$ cat src/rtl/addr_trans_pkg.sv
// Shared constants for the address translation stage: LoongArch ecodes, TLB page sizes
// and DMW CSR field positions, plus the direct-mapped-window hit test.
package trans_pkg;

   localparam logic [5:0] ECODE_NONE = 6'h00;
   localparam logic [5:0] ECODE_PIL  = 6'h01;
   localparam logic [5:0] ECODE_PIS  = 6'h02;
   localparam logic [5:0] ECODE_PIF  = 6'h03;
   localparam logic [5:0] ECODE_PME  = 6'h04;
   localparam logic [5:0] ECODE_PPI  = 6'h07;
   localparam logic [5:0] ECODE_ADE  = 6'h08;
   localparam logic [5:0] ECODE_TLBR = 6'h3F;

   localparam logic [5:0] PS_4K = 6'd12;
   localparam logic [5:0] PS_4M = 6'd22;

   localparam int DMW_PLV0_BIT = 0;
   localparam int DMW_PLV3_BIT = 3;
   localparam int DMW_MAT_LO   = 4;
   localparam int DMW_PSEG_LO  = 25;
   localparam int DMW_VSEG_LO  = 29;

   typedef enum logic [1:0] {
      MODE_DA,
      MODE_DMW,
      MODE_TLB
   } trans_mode_e;

   // PLV 1 and 2 have no enable bit in the DMW, so they can never hit a window.
   function automatic logic dmw_hit(input logic [31:0] dmw,
                                    input logic [31:0] vaddr,
                                    input logic [1:0]  plv);
      logic plv_ok;
      plv_ok = ((plv == 2'd0) && dmw[DMW_PLV0_BIT]) ||
               ((plv == 2'd3) && dmw[DMW_PLV3_BIT]);
      return plv_ok && (dmw[31:DMW_VSEG_LO] == vaddr[31:DMW_VSEG_LO]);
   endfunction

endpackage

$ cat src/rtl/addr_trans_if.sv
// Request/response handshake bundle between the pipeline (master) and addr_trans (slave).
interface addr_trans_if #(parameter int PALEN = 32);

   logic             req_valid;
   logic             req_ready;
   logic [31:0]      req_vaddr;
   logic             req_store;

   logic             rsp_valid;
   logic             rsp_ready;
   logic [PALEN-1:0] rsp_paddr;
   logic [1:0]       rsp_mat;
   logic             rsp_ex;
   logic [5:0]       rsp_ecode;
   logic [31:0]      rsp_badv;

   modport master (
      output req_valid, req_vaddr, req_store, rsp_ready,
      input  req_ready, rsp_valid, rsp_paddr, rsp_mat, rsp_ex, rsp_ecode, rsp_badv
   );

   modport slave (
      input  req_valid, req_vaddr, req_store, rsp_ready,
      output req_ready, rsp_valid, rsp_paddr, rsp_mat, rsp_ex, rsp_ecode, rsp_badv
   );

endinterface

$ cat src/rtl/addr_trans_queue2.sv
// Two-entry FIFO with 1-bit wrapping head/tail pointers; flush empties it and
// overrides any push or pop in the same cycle.
module trans_queue2 #(
   parameter int WIDTH = 8
) (
   input  logic             clk,
   input  logic             resetn,
   input  logic             flush,
   input  logic             push,
   input  logic             pop,
   input  logic [WIDTH-1:0] i_data,
   output logic [WIDTH-1:0] o_data,
   output logic [1:0]       o_count
);

   logic [WIDTH-1:0] r_mem [2];
   logic [1:0]       r_count;
   logic             r_head;
   logic             r_tail;
   logic             w_push;
   logic             w_pop;

   assign w_push  = push && (r_count != 2'd2);
   assign w_pop   = pop && (r_count != 2'd0);
   assign o_data  = r_mem[r_head];
   assign o_count = r_count;

   // Storage is cleared on reset so the response data outputs start at zero.
   always_ff @(posedge clk or negedge resetn) begin
      if (!resetn) begin
         r_mem[0] <= '0;
         r_mem[1] <= '0;
         r_count  <= 2'd0;
         r_head   <= 1'b0;
         r_tail   <= 1'b0;
      end else if (flush) begin
         r_count <= 2'd0;
         r_head  <= 1'b0;
         r_tail  <= 1'b0;
      end else begin
         if (w_push) begin
            r_mem[r_tail] <= i_data;
            r_tail        <= ~r_tail;
         end
         if (w_pop) begin
            r_head <= ~r_head;
         end
         r_count <= r_count + {1'b0, w_push} - {1'b0, w_pop};
      end
   end

endmodule

$ cat src/rtl/addr_trans.sv
// Virtual-to-physical translation stage (DA / DMW / TLB) feeding a 2-entry result queue.
// Optional macro ADDR_TRANS_STAT_EN adds the saturating stat_tlb_miss counter output.
module addr_trans
   import trans_pkg::*;
#(
   parameter bit IS_FETCH = 1'b0,
   parameter int PALEN    = 32
) (
   input  logic        clk,
   input  logic        resetn,
   input  logic        flush,
   addr_trans_if.slave bus,
   input  logic        crmd_da,
   input  logic        crmd_pg,
   input  logic [1:0]  crmd_plv,
   input  logic [1:0]  da_mat,
   input  logic [9:0]  asid,
   input  logic [31:0] dmw0,
   input  logic [31:0] dmw1,
   output logic [18:0] tlb_vppn,
   output logic        tlb_va_bit12,
   output logic [9:0]  tlb_asid,
   input  logic        tlb_found,
   input  logic        tlb_d,
   input  logic        tlb_v,
   input  logic [19:0] tlb_ppn,
   input  logic [5:0]  tlb_ps,
   input  logic [1:0]  tlb_plv,
   input  logic [1:0]  tlb_mat
`ifdef ADDR_TRANS_STAT_EN
   ,
   output logic [31:0] stat_tlb_miss
`endif
);

   localparam int EW = PALEN + 2 + 1 + 6 + 32;

   trans_mode_e      w_mode;
   logic [31:0]      w_paddr;
   logic [1:0]       w_mat;
   logic [5:0]       w_ecode;
   logic             w_ex;
   logic             w_accept;
   logic [1:0]       w_count;
   logic [EW-1:0]    w_entry_in;
   logic [EW-1:0]    w_entry_out;
   logic             w_unused;

   assign tlb_vppn     = bus.req_vaddr[31:13];
   assign tlb_va_bit12 = bus.req_vaddr[12];
   assign tlb_asid     = asid;

   assign bus.req_ready = (w_count != 2'd2) && !flush;
   assign bus.rsp_valid = (w_count != 2'd0);
   assign w_accept      = bus.req_valid && bus.req_ready;

   always_comb begin
      w_mode  = MODE_TLB;
      w_paddr = '0;
      w_mat   = tlb_mat;
      if (crmd_da) begin
         w_mode  = MODE_DA;
         w_paddr = bus.req_vaddr;
         w_mat   = da_mat;
      end else if (dmw_hit(dmw0, bus.req_vaddr, crmd_plv)) begin
         w_mode  = MODE_DMW;
         w_paddr = {dmw0[DMW_PSEG_LO+2:DMW_PSEG_LO], bus.req_vaddr[28:0]};
         w_mat   = dmw0[DMW_MAT_LO+1:DMW_MAT_LO];
      end else if (dmw_hit(dmw1, bus.req_vaddr, crmd_plv)) begin
         w_mode  = MODE_DMW;
         w_paddr = {dmw1[DMW_PSEG_LO+2:DMW_PSEG_LO], bus.req_vaddr[28:0]};
         w_mat   = dmw1[DMW_MAT_LO+1:DMW_MAT_LO];
      end else if (tlb_ps == PS_4M) begin
         w_paddr = {tlb_ppn[19:10], bus.req_vaddr[21:0]};
      end else begin
         w_paddr = {tlb_ppn, bus.req_vaddr[11:0]};
      end
   end

   // Only fetch misalignment can fault outside TLB mode; TLB faults are checked in priority order.
   always_comb begin
      w_ecode = ECODE_NONE;
      if (IS_FETCH && (bus.req_vaddr[1:0] != 2'b00)) begin
         w_ecode = ECODE_ADE;
      end else if (w_mode == MODE_TLB) begin
         if (!tlb_found) begin
            w_ecode = ECODE_TLBR;
         end else if (!tlb_v) begin
            w_ecode = IS_FETCH ? ECODE_PIF : (bus.req_store ? ECODE_PIS : ECODE_PIL);
         end else if (crmd_plv > tlb_plv) begin
            w_ecode = ECODE_PPI;
         end else if (bus.req_store && !tlb_d) begin
            w_ecode = ECODE_PME;
         end
      end
   end

   assign w_ex       = (w_ecode != ECODE_NONE);
   assign w_entry_in = {PALEN'(w_paddr), w_mat, w_ex, w_ecode, bus.req_vaddr};

   trans_queue2 #(
      .WIDTH (EW)
   ) u_queue (
      .clk     (clk),
      .resetn  (resetn),
      .flush   (flush),
      .push    (w_accept),
      .pop     (bus.rsp_ready),
      .i_data  (w_entry_in),
      .o_data  (w_entry_out),
      .o_count (w_count)
   );

   assign {bus.rsp_paddr, bus.rsp_mat, bus.rsp_ex, bus.rsp_ecode, bus.rsp_badv} = w_entry_out;

`ifdef ADDR_TRANS_STAT_EN
   logic [31:0] r_stat;

   // Counts refill exceptions at accept time; flush does not clear it.
   always_ff @(posedge clk or negedge resetn) begin
      if (!resetn) begin
         r_stat <= 32'd0;
      end else if (w_accept && (w_ecode == ECODE_TLBR) && (r_stat != 32'hFFFF_FFFF)) begin
         r_stat <= r_stat + 32'd1;
      end
   end

   assign stat_tlb_miss = r_stat;
`endif

   assign w_unused = ^{crmd_pg, dmw0[28], dmw0[24:6], dmw0[2:1],
                       dmw1[28], dmw1[24:6], dmw1[2:1]};

endmodule

$ cat src/flat_wrapper.sv
// flat-port wrapper written by rule: the top's interface ports become plain ports
module addr_trans_flat import trans_pkg::*;
#(
   parameter bit IS_FETCH = 1'b0,
   parameter int PALEN    = 32
)
  (clk, resetn, flush, crmd_da, crmd_pg, crmd_plv, da_mat, asid, dmw0, dmw1, tlb_vppn, tlb_va_bit12, tlb_asid, tlb_found, tlb_d, tlb_v, tlb_ppn, tlb_ps, tlb_plv, tlb_mat, bus_req_valid, bus_req_vaddr, bus_req_store, bus_rsp_ready, bus_req_ready, bus_rsp_valid, bus_rsp_paddr, bus_rsp_mat, bus_rsp_ex, bus_rsp_ecode, bus_rsp_badv);
  addr_trans_if #(.PALEN(PALEN)) bus_i ();
  input  logic clk;
  input  logic resetn;
  input  logic flush;
  input  logic crmd_da;
  input  logic crmd_pg;
  input  logic [1:0] crmd_plv;
  input  logic [1:0] da_mat;
  input  logic [9:0] asid;
  input  logic [31:0] dmw0;
  input  logic [31:0] dmw1;
  output logic [18:0] tlb_vppn;
  output logic tlb_va_bit12;
  output logic [9:0] tlb_asid;
  input  logic tlb_found;
  input  logic tlb_d;
  input  logic tlb_v;
  input  logic [19:0] tlb_ppn;
  input  logic [5:0] tlb_ps;
  input  logic [1:0] tlb_plv;
  input  logic [1:0] tlb_mat;
  input wire logic [$bits(bus_i.req_valid)-1:0] bus_req_valid;
  input wire logic [$bits(bus_i.req_vaddr)-1:0] bus_req_vaddr;
  input wire logic [$bits(bus_i.req_store)-1:0] bus_req_store;
  input wire logic [$bits(bus_i.rsp_ready)-1:0] bus_rsp_ready;
  output wire logic [$bits(bus_i.req_ready)-1:0] bus_req_ready;
  output wire logic [$bits(bus_i.rsp_valid)-1:0] bus_rsp_valid;
  output wire logic [$bits(bus_i.rsp_paddr)-1:0] bus_rsp_paddr;
  output wire logic [$bits(bus_i.rsp_mat)-1:0] bus_rsp_mat;
  output wire logic [$bits(bus_i.rsp_ex)-1:0] bus_rsp_ex;
  output wire logic [$bits(bus_i.rsp_ecode)-1:0] bus_rsp_ecode;
  output wire logic [$bits(bus_i.rsp_badv)-1:0] bus_rsp_badv;
  assign bus_i.req_valid = bus_req_valid;
  assign bus_i.req_vaddr = bus_req_vaddr;
  assign bus_i.req_store = bus_req_store;
  assign bus_i.rsp_ready = bus_rsp_ready;
  assign bus_req_ready = bus_i.req_ready;
  assign bus_rsp_valid = bus_i.rsp_valid;
  assign bus_rsp_paddr = bus_i.rsp_paddr;
  assign bus_rsp_mat = bus_i.rsp_mat;
  assign bus_rsp_ex = bus_i.rsp_ex;
  assign bus_rsp_ecode = bus_i.rsp_ecode;
  assign bus_rsp_badv = bus_i.rsp_badv;
  addr_trans #(.IS_FETCH(IS_FETCH), .PALEN(PALEN)) u_core (.clk(clk), .resetn(resetn), .flush(flush), .bus(bus_i), .crmd_da(crmd_da), .crmd_pg(crmd_pg), .crmd_plv(crmd_plv), .da_mat(da_mat), .asid(asid), .dmw0(dmw0), .dmw1(dmw1), .tlb_vppn(tlb_vppn), .tlb_va_bit12(tlb_va_bit12), .tlb_asid(tlb_asid), .tlb_found(tlb_found), .tlb_d(tlb_d), .tlb_v(tlb_v), .tlb_ppn(tlb_ppn), .tlb_ps(tlb_ps), .tlb_plv(tlb_plv), .tlb_mat(tlb_mat));
endmodule
$ cat config.mk
export PLATFORM = sky130hd
export DESIGN_NAME = addr_trans_flat
export DESIGN_NICKNAME = d
export VERILOG_FILES = /design/src/rtl/addr_trans_pkg.sv /design/src/rtl/addr_trans_if.sv /design/src/rtl/addr_trans_queue2.sv /design/src/rtl/addr_trans.sv /design/src/flat_wrapper.sv
export SDC_FILE = /design/constraint.sdc
export NUM_CORES = 1
export LEC_CHECK = 0
export BUFFER_PORTS_ARGS = -buffer_cell sky130_fd_sc_hd__buf_2
export CORE_MARGIN = 4
export CORE_UTILIZATION = 40
export CTS_BUF_LIST = sky130_fd_sc_hd__clkbuf_4 sky130_fd_sc_hd__clkbuf_8
export CTS_CLUSTER_DIAMETER = 120
export DETAILED_ROUTE_END_ITERATION = 7
export PLACE_DENSITY = 0.68
export SLEW_MARGIN = 20
export SYNTH_ARGS = -nofsm -noshare
export SYNTH_HDL_FRONTEND = slang
export SYNTH_SLANG_ARGS = --single-unit
$ cat constraint.sdc
create_clock -name clk -period 1.9 [get_ports clk]
set_clock_uncertainty 0.05 [all_clocks]
set_input_delay 0.19 -clock clk [delete_from_list [all_inputs] [get_ports clk]]
set_output_delay 0.19 -clock clk [all_outputs]
set_load 0.02 [all_outputs]
==> reports/summary.txt <==
Status -> finished, final reports clean
CTS tree -> yes
Pwr Density -> 1543 mW/mm²
Netlist Area Pre-Place -> 0.006187 mm²
Layout area overhead -> 31.85%
Die area -> 0.01752 mm²
Worst vdd ir -> 0.0006573 V
Met3 WL -> 1066 µm
Period utilization -> 98.98%
Layout cells sized above 1 -> 37.02%
Yosys top cell by area -> dfrtp_1
Cell variety after synth -> 38
Fmax -> 531.8 MHz
CTS sink cnt -> 122
Wire length on met2 -> 7585 µm
Worst path required time -> 1.66 ns
Synthesis warning total -> 0
Diodes inserted -> 0
All-Layer GR Usage -> 18.67%
# port buffers -> 190
Effective utilization at floorplan -> 40.70%
Crit Path Category -> register to primary output
GPL Wtd Cong -> 0.7522
CTS max path bufs -> 2
Tmin final -> 1.881 ns
Metal1 wirelength -> 7097 µm
Seq/Total Area, Yosys -> 49.34%
Crit path arrival time -> 1.64 ns
Die Y -> 132.4 µm
Worst-margin pin slew -> 0.4894 ns
Placement Rows -> 45
CP cell instances -> buf_12, mux2_2, buf_2
Ports -> 256
Kind of end point of the critical path -> primary output
DRT iter0 DRCs -> 206
Max-cap violations -> 0
Final setup violation count -> 0
Sum of buffers and inverters on the critical path -> 2
Clock root cell -> clkbuf_8
Core ar. -> 0.01520 mm²
Worst setup SP type -> register
Vias in the first global route -> 5,150
Final hold violations -> 0
Avg Cell Area, Syn -> 9.304 µm²
Final Max Tran Viols -> 0
DP Worst Slack -> -0.0008129 ns
First-pass GRT wire length -> 26,100 µm
Num CTS Buffers -> 17
Fin worst setup slack -> 0.01943 ns
Initial antenna violation count -> 0
Pwr Total -> 0.01259 W
H-tree levels -> 4
Fin nets -> 1,020
Vias post-DR -> 5,188
Slowest stage cell, crit path -> dfrtp_2
RSZ-0062 raised after global routing -> true
Delay-heaviest family, CP -> flip-flops
Clk_lat worst skew -> 0.44 ns
Grt total ovfl -> 0
Cell count after synthesis -> 665
Syn Nets -> 820
Relative slew margins -> 67.37%
Die Wd -> 132.4 µm
CP max stage delay -> 0.41 ns
Length of the first detailed-routing pass in iterations -> 5
Hpwl dp -> 11,040 µm
Area share of the largest cell type after synthesis -> 49.34%
Top Layer Used -> met4
CP Max Fanout -> 30
Ranking of synthesized cells by area -> dfrtp_1 (49%), nand2_1 (14%), mux2_2 (12%)
Leakage power -> 4.131 nW
Routed len/inst -> 15.12 µm
# DRC -> 0
Via density -> 4.867
Clk slew on worst S/H paths -> 0.07 ns
Largest net degree at the start of global routing -> 40
HP Class -> input pin to register
Routed wire length -> 16,120 µm
Synth Register Bits -> 122
Worst hold margin -> 0.05629 ns
Routed Antenna Nets -> 0
==> worst min-delay path, delay by kind of cell <==
| kind | cells | cell delay, ns |
|---|---|---|
| buf+inv | 2 | 0.23 |
| compound gates | 1 | 0.09 |
==> placed cells by master, fill, tap and decap left out, types with 14 or more instances in the layout <==
| cell type | instances |
|---|---|
| nand2_1 | 228 |
| buf_2 | 187 |
| dfrtp_1 | 121 |
| mux2_2 | 63 |
| dlygate4sd3_1 | 49 |
| nor2_1 | 46 |
| a31oi_1 | 34 |
| clkbuf_8 | 23 |
| o21ai_0 | 21 |
| buf_4 | 14 |
==> power by group <==
part	total (W)	switching [W]	internal (W)
clock	0.00265	0.000990	0.00166
combinational	0.00551	0.00315	0.00236
sequential	0.00442	0.000609	0.00381
total	0.0126	0.00475	0.00784
==> what timing repair did <==
action,4_1_cts,5_1_grt
resized for setup,1,3
setup buffers,0,1
setup endpoints to repair,14,74
endpoints found under the hold margin,128,0
hold buffers,49,0
==> layer usage <==
layer,track usage [%],up-vias
met5,0,-
met4,6.928,0
met3,5.153,27
met2,30.03,186
met1,24.14,2413
li1,-,2562
==> metrics by stage <==
step | setup TNS [ns] | area [µm²] | cells | util (%)
2_1_floorplan | 0 | 6187 | 665 | -
3_3_place_gp | 0 | 7181 | 984 | 47.23
3_5_place_dp | -0.001350 | 7181 | 984 | 47.23
4_1_cts | -0.04671 | 8142 | 1065 | 53.56
5_1_grt | -1.651 | 8158 | 1066 | 53.66
6_report | 0 | 8158 | 1066 | 53.66
==> cell usage after synthesis <==
cell and number:
mux2i_1 5, nand2b_1 2, xnor2_1 8, a31oi_1 34
ha_1 4, nor3b_1 2, o31ai_1 2, a221o_1 4
and2_4 1, and3_4 1, and2_1 2, inv_1 12
nand3_2 1, nand2_1 229, a211oi_2 1, clkbuf_1 22
nor3b_2 1, buf_2 10, or2_2 1, and4_1 1
dfrtp_1 122, nor2b_1 2, and3_1 2, buf_4 46
mux2_2 65, o2111ai_4 1, nor4bb_1 1, nand4_2 1
a221oi_2 3, o2111ai_1 1, xor2_1 1, nor3_1 3
o21ai_0 21, buf_6 1, nor2_1 46, a21oi_1 4
nand3b_1 1, buf_1 1
==> cell families after synthesis <==
family	after synthesis	share of synthesized area, %
fa+ha+maj	4	0.8089
flops	122	49.34
simple gates	297	19.39
compound gates	71	7.846
xor+xnor	9	1.274
mux	70	12.64
buf+inv	92	8.696
==> flip-flops by register name (all words and copies together), names as in the netlist <==
signal	count
u_core.u_queue.r_mem	118
u_core.u_queue.o_count	2
u_core.u_queue.r_head	1
u_core.u_queue.r_tail	1
==> worst paths after layout <==
path                                            from                        end  slack, ns  cells past startpoint
max                            u_core.u_queue.r_head          bus_rsp_paddr[20]       0.02                      3
min                                bus_req_vaddr[30]  u_core.u_queue.r_mem[103]       0.06                      3
max reg2reg                u_core.u_queue.o_count[1]  u_core.u_queue.o_count[1]       0.10                      7
min reg2reg                 u_core.u_queue.r_mem[18]   u_core.u_queue.r_mem[18]       0.42                      2
max in group asynchronous                     resetn   u_core.u_queue.r_mem[58]       1.01                      3
min in group asynchronous                     resetn   u_core.u_queue.r_mem[27]       0.20                      2
==> final cells by class <==
cell class,count,area (µm²)
fill,1368,7044
sequential,122,3054
multi-input combinational,451,2618
timing repair buffer,261,1739
clock buffer,25,331.6
tap,188,235.2
clock inverter,7,135.1
inverter,12,45.04
No activity file was read; power rests on OpenSTA's default activity.
